File: src/rtl/regfile_wb_arbiter.sv
// Write-back arbiter and per-register outstanding-write scoreboard for a 16x32 register file.
// Optional feature: define WB_RR_ARB_EN for round-robin arbitration (default build uses fixed B priority).
module regfile_wb_arbiter #(
    parameter int REG_COUNT = 16,
    parameter int ADDR_W    = 4,
    parameter int DATA_W    = 32,
    parameter int CNT_W     = 2
) (
    input  logic                 clk,
    input  logic                 rst_n,
    input  logic                 a_valid,
    output logic                 a_ready,
    input  logic [ADDR_W-1:0]    a_rd,
    input  logic [DATA_W-1:0]    a_wd,
    input  logic                 b_valid,
    output logic                 b_ready,
    input  logic [ADDR_W-1:0]    b_rd,
    input  logic [DATA_W-1:0]    b_wd,
    input  logic                 iss_valid,
    output logic                 iss_ready,
    input  logic [ADDR_W-1:0]    iss_rd,
    output logic                 rf_we,
    output logic [ADDR_W-1:0]    rf_rd,
    output logic [DATA_W-1:0]    rf_wd,
    output logic [REG_COUNT-1:0] busy
);

    localparam logic [CNT_W-1:0] CNT_MAX  = {CNT_W{1'b1}};
    localparam logic [CNT_W-1:0] CNT_ZERO = {CNT_W{1'b0}};
    localparam logic [CNT_W-1:0] CNT_ONE  = CNT_W'(1);

    logic                 grant_a_s;
    logic                 grant_b_s;
    logic                 xfer_s;
    logic [ADDR_W-1:0]    xfer_rd_s;
    logic [DATA_W-1:0]    xfer_wd_s;
    logic [REG_COUNT-1:0] inc_s;
    logic [REG_COUNT-1:0] dec_s;
    logic [CNT_W-1:0]     cnt_r [REG_COUNT];

`ifdef WB_RR_ARB_EN
    // last_grant_r: 1 means B won the most recent transfer, so A is favoured next
    logic last_grant_r;

    // Round-robin grant under contention, otherwise grant the sole requester
    always_comb begin
        if (a_valid && b_valid) begin
            grant_a_s = last_grant_r;
            grant_b_s = !last_grant_r;
        end else begin
            grant_a_s = a_valid;
            grant_b_s = b_valid;
        end
    end

    // Remember which port won the last completed transfer
    always_ff @(posedge clk or negedge rst_n) begin
        if (!rst_n) begin
            last_grant_r <= 1'b1;
        end else if (xfer_s) begin
            last_grant_r <= grant_b_s;
        end else begin
            last_grant_r <= last_grant_r;
        end
    end
`else
    // Fixed priority: the load unit always wins under contention
    always_comb begin
        grant_a_s = a_valid && !b_valid;
        grant_b_s = b_valid;
    end
`endif

    // Handshake outputs are suppressed while reset is asserted
    always_comb begin
        a_ready   = grant_a_s && rst_n;
        b_ready   = grant_b_s && rst_n;
        xfer_s    = a_ready || b_ready;
        iss_ready = rst_n && (cnt_r[iss_rd] != CNT_MAX);
        if (grant_b_s) begin
            xfer_rd_s = b_rd;
            xfer_wd_s = b_wd;
        end else begin
            xfer_rd_s = a_rd;
            xfer_wd_s = a_wd;
        end
    end

    // Registered write port; writes to x0 are consumed without asserting rf_we
    always_ff @(posedge clk or negedge rst_n) begin
        if (!rst_n) begin
            rf_we <= 1'b0;
            rf_rd <= {ADDR_W{1'b0}};
            rf_wd <= {DATA_W{1'b0}};
        end else if (xfer_s) begin
            rf_we <= (xfer_rd_s != {ADDR_W{1'b0}});
            rf_rd <= xfer_rd_s;
            rf_wd <= xfer_wd_s;
        end else begin
            rf_we <= 1'b0;
            rf_rd <= rf_rd;
            rf_wd <= rf_wd;
        end
    end

    // Per-register increment/decrement requests and busy flags
    always_comb begin
        inc_s = {REG_COUNT{1'b0}};
        dec_s = {REG_COUNT{1'b0}};
        busy  = {REG_COUNT{1'b0}};
        for (int i = 1; i < REG_COUNT; i++) begin
            inc_s[i] = iss_valid && iss_ready && (iss_rd == ADDR_W'(i));
            dec_s[i] = rf_we && (rf_rd == ADDR_W'(i));
            busy[i]  = (cnt_r[i] != CNT_ZERO);
        end
    end

    // Outstanding-write counters; x0 is pinned to zero, decrement floors at zero
    always_ff @(posedge clk or negedge rst_n) begin
        if (!rst_n) begin
            for (int i = 0; i < REG_COUNT; i++) begin
                cnt_r[i] <= CNT_ZERO;
            end
        end else begin
            for (int i = 0; i < REG_COUNT; i++) begin
                if (i == 0) begin
                    cnt_r[i] <= CNT_ZERO;
                end else if (inc_s[i] && !dec_s[i] && (cnt_r[i] != CNT_MAX)) begin
                    cnt_r[i] <= cnt_r[i] + CNT_ONE;
                end else if (dec_s[i] && !inc_s[i] && (cnt_r[i] != CNT_ZERO)) begin
                    cnt_r[i] <= cnt_r[i] - CNT_ONE;
                end else begin
                    cnt_r[i] <= cnt_r[i];
                end
            end
        end
    end

endmodule
File: config.mk
export PLATFORM = sky130hd
export DESIGN_NAME = regfile_wb_arbiter
export DESIGN_NICKNAME = d
export VERILOG_FILES = /design/src/rtl/regfile_wb_arbiter.sv
export SDC_FILE = /design/constraint.sdc
export NUM_CORES = 1
export LEC_CHECK = 0
export ABC_AREA = 1
export BUFFER_PORTS_ARGS = -buffer_cell sky130_fd_sc_hd__buf_4
export CAP_MARGIN = 20
export CORE_AREA = 4 4 97 99
export CTS_CLUSTER_DIAMETER = 200
export DETAILED_ROUTE_END_ITERATION = 16
export DIE_AREA = 0 0 101 103
export GPL_TIMING_DRIVEN = 0
export PLACE_DENSITY = 0.77
export SYNTH_ARGS = -nofsm -noshare
export SYNTH_HDL_FRONTEND = slang
export SYNTH_SLANG_ARGS = --single-unit
File: constraint.sdc
create_clock -name clk -period 2.16 [get_ports clk]
set_input_delay 0.216 -clock clk [delete_from_list [all_inputs] [get_ports clk]]
set_output_delay 0.216 -clock clk [all_outputs]
set_load 0.01 [all_outputs]
==> summary.md, run 1 <==
| Metric | Value |
|---|---|
| Post-synth top area share | `38.7%` |
| Final count of hold timing violations | `67` |
| Area delta synth->final | `31.8%` |
| Vias/cell | `~5.0` |
| Synth Register Bits | `67` |
| CTS buffer count | `9` |
| Crit path time final | `~1900 ps` |
| Max-cap violations | `0` |
| Cell taking the most area after synthesis | `dfrtp_1` |
| Post-route antenna net violation count | `0` |
| Yosys cell types | `26` |
| Post-CTS Hold Fix Bufs | `0` |
| Multiplexer share of the synthesized area | `less than 1%` |
| CP startpoint kind | `register` |
| Adder-cell share of the synthesized area | `0%` |
| Slew @ Worst Pin | `approximately 630 ps` |
| Clock Path Buffers | `2` |
| Syn Area/Cell | `6.83 sq um` |
| Critical Path, Cell by Cell | `nand3_1 > nand2_1 > nor2_1 > nor2_1 > nor2_1 > nand2_1 > a21boi_1 > buf_4` |
| Slowest cell on crit path | `dfrtp_1` |
| Layout Skew | `roughly 9 ps` |
| Die ar. | `around 10,000 sq um` |
| Most frequent cells in the layout | `nand2_1, buf_4, inv_1` |
| Layout Cells excl Fill | `890` |
| Gpl congestion | `0.928` |
| Period utilisation layout | `about nine tenths` |
| Iter 0 DRT Violations | `177` |
| Xor and xnor area share after synthesis | `less than 1%` |
| Status | `finished, violations left` |
| Hold Crit Class | `input pin to async pin` |
| Drt wl/cell | `13.6 microns` |
| CP required | `around 1900 ps` |
| Commonest non-fill, non-tap cell in the layout | `nand2_1` |
| Sequential share of the synthesized area | `just under 40%` |
| Yosys warnings | `0` |
| Area post-placement | `~5500 sq um` |
| CTS tree | `yes` |
| Gate Count Post-Synth | `between 600 and 700` |
| Layout cells sized above 1 | `21.6%` |
| Die Y | `a little over 100 microns` |
| # diodes | `0` |
| NumNets Final | `approximately 860` |
| Root buf cell | `clkbuf_8` |
| Placed cells | `approximately 880` |
| Cell area after layout | `around 5700 sq um` |
| Slew HR | `just under 60%` |
| Peak Freq | `just over 0.5 GHz` |
| Filler cell count | `between 700 and 800` |
| Core area | `approximately 8600 sq um` |
| Starting density of the core | `between 50% and 60%` |
| Cell Area, Synth | `approximately 4300 sq um` |
| Worst path max stage delay | `approximately 430 ps` |
| Hold WS | `-145 ps` |
| Pwr Density | `between 700 and 800 nW/um^2` |
| Syn Nets | `~700` |
| M3 GR Usage | `under 10%` |
| Worst Slack Setup Final | `~210 ps` |
| Fin. max-slew vios | `0` |
| DR pass1 iterations | `6` |
| Met2 usage | `40.5%` |
| Global route total overflow | `0` |
| Critical path class | `register to output pin` |
| First-pass GRT wire length | `around 20,000 microns` |
| Vias in the first global route | `around 4,300` |
| CP most frequent cell | `nor2_1` |
| Largest net degree at the start of global routing | `69` |
| Clock Latency Late Sink | `about 340 ps` |
| DRC viols | `0` |
| Peak supply drop | `0.000344 V` |
| Failing checks | `negative hold slack` |
| Io pins | `approximately 140` |
| Clk slew on worst S/H paths | `roughly 80 ps` |
| Setup crit end kind | `output pin` |
| # port buffers | `~130` |
| Met1 usage | `slightly below 30%` |
| Bufs and invs on worst path | `1` |
| Minimum setup slack after placement | `-222 ps` |
| Clock sinks | `between 60 and 70` |
| Main combinational cell family by area after synthesis | `simple AND/OR/NAND/NOR gates` |
| Final setup viols | `0` |
| RSZ-0062 raised after global routing | `no` |
| Total Wirelength | `approximately 12,000 microns` |
| Via Count | `between 4,000 and 5,000` |
| Top cell family by delay on the critical path | `simple AND/OR/NAND/NOR gates` |
| Simple-gate share of the synthesized area | `a little under two fifths` |
| Die Wd | `between 100 and 150 microns` |
| CTS H-tree depth | `3` |
| Antenna violations before repair | `0` |
| Synth top area cells | `dfrtp_1, nand2_1, o21ai_0, inv_1, nand3_1` |
| GRT Total Usage | `a little under a quarter` |
| Setup TNS | `0 ps` |
| Dpl hpwl | `9600 microns` |
| GRT busiest layer | `met2` |
| Compound-Gate Fraction of Synth Area | `12.4%` |
| Leakage power | `between 3 and 4 nW` |
| WP data arrival | `around 1700 ps` |
| Row count | `34` |
| Max FO, Critical Path | `5` |
## through the flow
step / power, mW / utilization [%]
6_report: 4.53 / 66.7
5_1_grt: 4.82 / 66.7
4_1_cts: 4.57 / 66.7
3_5_place_dp: 3.30 / 63.9
3_3_place_gp: 3.25 / 63.9
2_1_floorplan: 2.54 / -
## synthesized netlist by cell type, drive strengths merged
cell type    n
nand2      217
nor2        61
or2         14
nand4       16
a21boi       1
conb         1
xor2         1
buf          9
inv         83
nand3b       1
mux2i        4
a21oi       15
dfrtp       67
clkbuf      16
nand3       45
o21ai       68
a41oi        1
o21bai      14
## repair_timing
action,CTS,global route
resized for setup,0,1
endpoints found under the setup margin,0,50
hold endpoints to repair,0,67
buffers inserted,0,0
## cell families (layout without fill, tap and decap cells)
| logic type | count (synthesis) | count (layout) |
|---|---|---|
| flip-flops | 67 | 67 |
| buffers and inverters | 108 | 256 |
| multiplexers | 4 | 4 |
| XOR/XNOR | 1 | 1 |
| AND/OR/NAND/NOR | 354 | 354 |
| AO/OA/AOI/OAI | 99 | 99 |
| other | 1 | 1 |
## routing by layer
layer / part of all wire (%) / wire length (microns) / vias up
met4: 2.1 / 259 / 0
met2: 49 / 5990 / 148
met3: 7.6 / 918 / 18
li1: - / - / 2282
met1: 41 / 4980 / 2023
met5: 0 / 0 / -
## registers in the layout, summed over array words and instances (netlist names)
signal	count
rf_wd	32
rf_rd	4
rf_we	1
cnt_r	30
## worst register-to-register path: stages, from the launching register on
cell and delay, ps:
dfrtp_1 430, nand3_1 100, nand2_1 60, nor2_1 110, nor2_1 60, nor2_1 80
nand2_1 100, nand2_4 130, buf_12 170, nand4_4 110, or2_1 260, nand3_1 70
nand2_1 50
## where the power goes
group / total, mW / internal [mW] / switching, mW
clock: 1.27 / 0.764 / 0.501
sequential: 1.78 / 1.50 / 0.277
combinational: 1.49 / 0.681 / 0.806
## final cells by class
class	instances	area [sq um]	area share (%)
Multi-Input combinational cell	459	2200	38.5
Inverter	83	312	5.46
Clock buffer	9	124	2.17
Sequential cell	67	1680	29.4
Clock inverter	6	115	2.02
Timing Repair Buffer	133	1000	17.6
Tap cell	108	135	2.37
Buffer	25	141	2.48
## path summary, 6_finish.rpt
kind / start / endpoint / slack (ps) / cells past startpoint
max: cnt_r[8]$_DFFE_PN0P_ / iss_ready / 210 / 8
min: rst_n / cnt_r[4]$_DFFE_PN0P_ / -140 / 1
max reg2reg: cnt_r[8]$_DFFE_PN0P_ / cnt_r[0]$_DFFE_PN0P_ / 330 / 12
min reg2reg: rf_wd[7]$_DFFE_PN0P_ / rf_wd[7]$_DFFE_PN0P_ / 490 / 2
max in group asynchronous: rst_n / cnt_r[10]$_DFFE_PN0P_ / 1860 / 1
min in group clk: a_wd[6] / rf_wd[6]$_DFFE_PN0P_ / 170 / 3
Power figures use the tool's default switching activity.
==> inputs of run 2 (changes only) <==
--- a/config.mk
+++ b/config.mk
@@ -13,7 +13,7 @@
 export DETAILED_ROUTE_END_ITERATION = 16
 export DIE_AREA = 0 0 101 103
 export GPL_TIMING_DRIVEN = 0
-export PLACE_DENSITY = 0.77
+export PLACE_DENSITY = 0.9
 export SYNTH_ARGS = -nofsm -noshare
 export SYNTH_HDL_FRONTEND = slang
 export SYNTH_SLANG_ARGS = --single-unit
==> run 2 against run 1 <==
Compared with the run above: the run now ends clean; sequential share of layout area barely moved; power fell by 3.9%; clock power fell by 17%; maximum frequency fell by 2.8%; utilization barely moved; die area did not move; flip-flop and latch count did not move; largest power group unchanged.
==> summary.md, run 2 (synthesized netlist as in run 1, its figures left out) <==
| Metric | Value |
|---|---|
| CTS tree | `yes` |
| Clock Path Buffers | `2` |
| Status | `completed` |
| Period utilisation layout | `between 90 and 100%` |
| Setup crit end kind | `output pin` |
| Max FO, Critical Path | `5` |
| CTS H-tree depth | `3` |
| Power Total | `~4.4 mW` |
| Core area | `roughly 8600 sq um` |
| Die Y | `103 microns` |
| CTS buffer count | `9` |
| Slew HR | `50.4%` |
| Drt wl/cell | `~14 microns` |
| Die Wd | `a little over 100 microns` |
| Peak supply drop | `about 0.00036 V` |
| GRT Total Usage | `24.7%` |
| Max-cap violations | `0` |
| Placed cells | `~880` |
| Root buf cell | `clkbuf_8` |
| Iter 0 DRT Violations | `255` |
| Final count of hold timing violations | `0` |
| Layout cells sized above 1 | `21.5%` |
| CP startpoint kind | `register` |
| DRC viols | `0` |
| Area post-placement | `approximately 5500 sq um` |
| Critical path class | `register to output pin` |
| Die ar. | `10,400 sq um` |
| Gpl congestion | `between 0.9 and 1` |
| Largest register by flop count | `rf_wd` |
| Area delta synth->final | `31.9%` |
| Fin. max-slew vios | `0` |
| Dpl hpwl | `~10000 microns` |
| Final setup viols | `0` |
| Leakage power | `approximately 3 nW` |
| Vias/cell | `5.15` |
| Minimum setup slack after placement | `-322 ps` |
| Peak Freq | `0.499 GHz` |
| Top Registers | `rf_wd (32), cnt_r (30), rf_rd (4)` |
| Cell area after layout | `about 5700 sq um` |
| Hold WS | `between 150 and 200 ps` |
| Most frequent cells in the layout | `nand2_1, buf_4, inv_1` |
| Slew @ Worst Pin | `between 700 and 800 ps` |
| # port buffers | `between 100 and 150` |
| DR pass1 iterations | `5` |
| Crit path time final | `between 2000 and 2500 ps` |
| Starting density of the core | `~51%` |
| # diodes | `0` |
| Clock sinks | `67` |
| Clk slew on worst S/H paths | `~80 ps` |
| Post-route antenna net violation count | `0` |
| WP data arrival | `between 1500 and 2000 ps` |
| First-pass GRT wire length | `between 20,000 and 25,000 microns` |
| Setup repair bufs after CTS | `0` |
| Hold Crit Class | `input pin to register` |
| Setup TNS | `0 ps` |
| Layout Cells excl Fill | `894` |
| Filler cell count | `approximately 710` |
| Pwr Density | `between 700 and 800 nW/um^2` |
| Via Count | `approximately 4,600` |
| CP required | `1940 ps` |
| Antenna violations before repair | `0` |
| Commonest non-fill, non-tap cell in the layout | `nand2_1` |
| Util after Layout | `between 60% and 70%` |
| Largest net degree at the start of global routing | `56` |
| Total Wirelength | `between 10,000 and 15,000 microns` |
| Row count | `34` |
| Io pins | `~140` |
| Max reg flops | `32` |
| Global route total overflow | `0` |
| Worst Slack Setup Final | `154 ps` |
| NumNets Final | `between 800 and 900` |
| RSZ-0062 raised after global routing | `no` |
| Vias in the first global route | `~4,500` |
| Layout Skew | `~10 ps` |
| Clock Latency Late Sink | `about 350 ps` |
==> run 2: path summary, 6_finish.rpt <==
check / slack [ps] / start / depth (start not counted) / end
min reg2reg: 490 / rf_wd[3]$_DFFE_PN0P_ / 2 / rf_wd[3]$_DFFE_PN0P_
min: 170 / a_wd[22] / 3 / rf_wd[22]$_DFFE_PN0P_
max reg2reg: 310 / cnt_r[8]$_DFFE_PN0P_ / 12 / cnt_r[0]$_DFFE_PN0P_
max: 150 / cnt_r[8]$_DFFE_PN0P_ / 8 / iss_ready
max in group asynchronous: 1230 / rst_n / 2 / cnt_r[27]$_DFFE_PN0P_
min in group asynchronous: 470 / rst_n / 2 / cnt_r[12]$_DFFE_PN0P_
==> run 2: worst max-delay path, stage by stage (launching register included) <==
cell      delay, ps
dfrtp_1         440
nand3_1         100
nand2_1          50
nor2_1          110
nor2_1           60
nor2_1           90
nand2_1         100
a21boi_1        300
buf_4           180
==> run 2: routing by layer <==
| metal | GRT usage, % | vias up | share of wire, % |
|---|---|---|---|
| met5 | 0 | - | 0 |
| li1 | - | 2284 | - |
| met1 | 28.2 | 2100 | 38 |
| met3 | 6.43 | 26 | 9.0 |
| met2 | 44.8 | 193 | 51 |
| met4 | 8.79 | 0 | 2.3 |
==> run 2: repair_timing <==
item / in CTS / in global routing
hold buffers: 1 / 2
gates resized for setup: 0 / 1
endpoints found under the setup margin: 0 / 6
endpoints found under the hold margin: 14 / 53
==> run 2: where the power goes <==
| part | internal, mW | leakage (nW) | total, mW | switching (mW) |
|---|---|---|---|---|
| Clock | 0.563 | 0.0926 | 1.06 | 0.492 |
| Combinational | 0.689 | 2.07 | 1.51 | 0.824 |
| Sequential | 1.50 | 0.845 | 1.79 | 0.284 |
| Total | 2.76 | 3.01 | 4.36 | 1.60 |
==> run 2: layout make-up <==
cell class | count | area (sq um) | share of cell area [%]
Multi-Input combinational cell | 459 | 2200 | 38.5
Sequential cell | 67 | 1680 | 29.4
Timing Repair Buffer | 136 | 1050 | 18.4
Inverter | 83 | 312 | 5.46
Clock buffer | 12 | 145 | 2.54
Buffer | 25 | 141 | 2.48
Tap cell | 108 | 135 | 2.37
Clock inverter | 4 | 50.0 | 0.877
==> inputs of run 3 (changes only) <==
--- a/config.mk
+++ b/config.mk
@@ -14,6 +14,8 @@
 export DIE_AREA = 0 0 101 103
 export GPL_TIMING_DRIVEN = 0
 export PLACE_DENSITY = 0.9
+export REMOVE_ABC_BUFFERS = 1
+export SETUP_SLACK_MARGIN = 0.2
 export SYNTH_ARGS = -nofsm -noshare
 export SYNTH_HDL_FRONTEND = slang
 export SYNTH_SLANG_ARGS = --single-unit
==> run 3 against run 2 <==
Compared with the run above: register-to-register slack about the same; clock power decreased by 9%; global-route usage decreased by 1.6 points; sequential share of layout area about the same; highest routed layer unchanged.
==> summary.md, run 3 (synthesized netlist as in run 1, its figures left out) <==
| Metric | Value |
|---|---|
| Via Count | `4,534` |
| Core area | `roughly 8600 sq um` |
| NumNets Final | `849` |
| Total Wirelength | `between 10,000 and 15,000 microns` |
| Peak supply drop | `between 0.0003 and 0.0004 V` |
| Post-route antenna net violation count | `0` |
| Worst R2R Setup Slack | `between 300 and 400 ps` |
| Vias/cell | `between 5 and 6` |
| Util after Layout | `around two thirds` |
| Area post-placement | `between 5000 and 6000 sq um` |
| Crit path time final | `roughly 1900 ps` |
| Io pins | `around 140` |
| CTS tree | `yes` |
| GRT Total Usage | `around 23%` |
| # diodes | `0` |
| Starting density of the core | `between 50% and 60%` |
| Slew HR | `between 50% and 60%` |
| RSZ-0062 raised after global routing | `yes` |
| Die Wd | `approximately 100 microns` |
| CTS H-tree depth | `3` |
| Gpl congestion | `~0.87` |
| Most frequent cells in the layout | `nand2_1, buf_4, inv_1` |
| Dpl hpwl | `between 8000 and 9000 microns` |
| Clock sinks | `67` |
| Root buf cell | `clkbuf_8` |
| Worst Slack Setup Final | `between 200 and 300 ps` |
| Layout Skew | `roughly 6.7 ps` |
| Critical path class | `register to output pin` |
| Final count of hold timing violations | `0` |
| Row count | `34` |
| Status | `completed` |
| Area delta synth->final | `31.7%` |
| Fin. max-slew vios | `0` |
| Vias in the first global route | `4,295` |
| Clock Latency Late Sink | `340 ps` |
| Die Y | `between 100 and 150 microns` |
| Layout cells sized above 1 | `23.5%` |
| Commonest non-fill, non-tap cell in the layout | `nand2_1` |
| CP required | `approximately 1900 ps` |
| Max-cap violations | `0` |
| Cell area after layout | `around 5700 sq um` |
| Pwr Density | `around 750 nW/um^2` |
| Max FO, Critical Path | `5` |
| Antenna violations before repair | `0` |
| CTS buffer count | `9` |
| Clk slew on worst S/H paths | `80 ps` |
| Leakage power | `3.00 nW` |
| WP data arrival | `about 1700 ps` |
| Hold Crit Class | `input pin to async pin` |
| DR pass1 iterations | `5` |
| Top Registers | `rf_wd (32), cnt_r (30), rf_rd (4)` |
| Period utilisation layout | `between 80 and 90%` |
| Final setup viols | `0` |
| Largest register by flop count | `rf_wd` |
| Max reg flops | `32` |
| Minimum setup slack after placement | `-30.5 ps` |
| Global route total overflow | `0` |
| Drt wl/cell | `around 14 microns` |
| Slew @ Worst Pin | `602 ps` |
| DRC viols | `0` |
| First-pass GRT wire length | `between 15,000 and 20,000 microns` |
| Clock Path Buffers | `2` |
| Filler cell count | `682` |
| CP startpoint kind | `register` |
| # port buffers | `135` |
| Peak Freq | `approximately 0.53 GHz` |
| Die ar. | `around 10,000 sq um` |
| Iter 0 DRT Violations | `around 260` |
| Setup crit end kind | `output pin` |
| Largest net degree at the start of global routing | `slightly above 70` |
-- run 3: final cells by class --
cell class	instances	area (sq um)	share of cell area, %
Clock buffer	9	124	2.17
Tap cell	108	135	2.37
Timing Repair Buffer	148	1170	20.5
Multi-Input combinational cell	459	2230	39.1
Sequential cell	67	1680	29.4
Clock inverter	7	51.3	0.900
Inverter	83	312	5.47
-- run 3: worst max-delay path, stage by stage, from the launching register on --
cell and delay (ps):
dfrtp_1 440, nand3_1 110, nand2_1 60, nor2_1 120
nor2_1 50, nor2_1 110, nand2_2 120, a21boi_2 190
buf_4 150
-- run 3: final timing paths --
check                                            from                    end  cells past startpoint
min in group clk                             a_wd[19]  rf_wd[19]$_DFFE_PN0P_                      3
worst max register to register  cnt_r[10]$_DFFE_PN0P_  cnt_r[20]$_DFFE_PN0P_                     11
worst min register to register  rf_wd[20]$_DFFE_PN0P_  rf_wd[20]$_DFFE_PN0P_                      2
max in group asynchronous                       rst_n  cnt_r[13]$_DFFE_PN0P_                      2
worst max-delay path            cnt_r[10]$_DFFE_PN0P_              iss_ready                      8
worst min-delay path                            rst_n   cnt_r[6]$_DFFE_PN0P_                      2
-- run 3: power by group --
part | switching, mW | total, mW | internal, mW
Combinational | 0.846 | 1.56 | 0.718
Sequential | 0.269 | 1.77 | 1.50
Clock | 0.542 | 0.964 | 0.422
Total | 1.66 | 4.30 | 2.64
-- run 3: through the flow --
step	power, mW	instances	TNS [ps]	hold slack, ps
2_1_floorplan	2.49	609	-18360	-79.6
3_3_place_gp	3.21	852	-68920	468
3_5_place_dp	3.30	854	-54.2	173
4_1_cts	4.26	871	0	76.7
5_1_grt	4.60	881	0	77.6
6_report	4.30	881	0	51.2
-- run 3: layer usage --
layer,routed length (microns),global-route usage (%),vias to the layer above
li1,-,-,2269
met1,4720,27.9,2040
met2,6040,40.9,201
met3,996,5.82,24
met4,221,6.75,0
met5,0,0,-
-- run 3: what timing repair did --
item / 4_1_cts / 5_1_grt
hold endpoints to repair: 12 / 0
hold buffers: 1 / 0
setup buffers: 0 / 10
pin swaps: 0 / 7
resized for setup: 0 / 6
endpoints found under the setup margin: 7 / 31
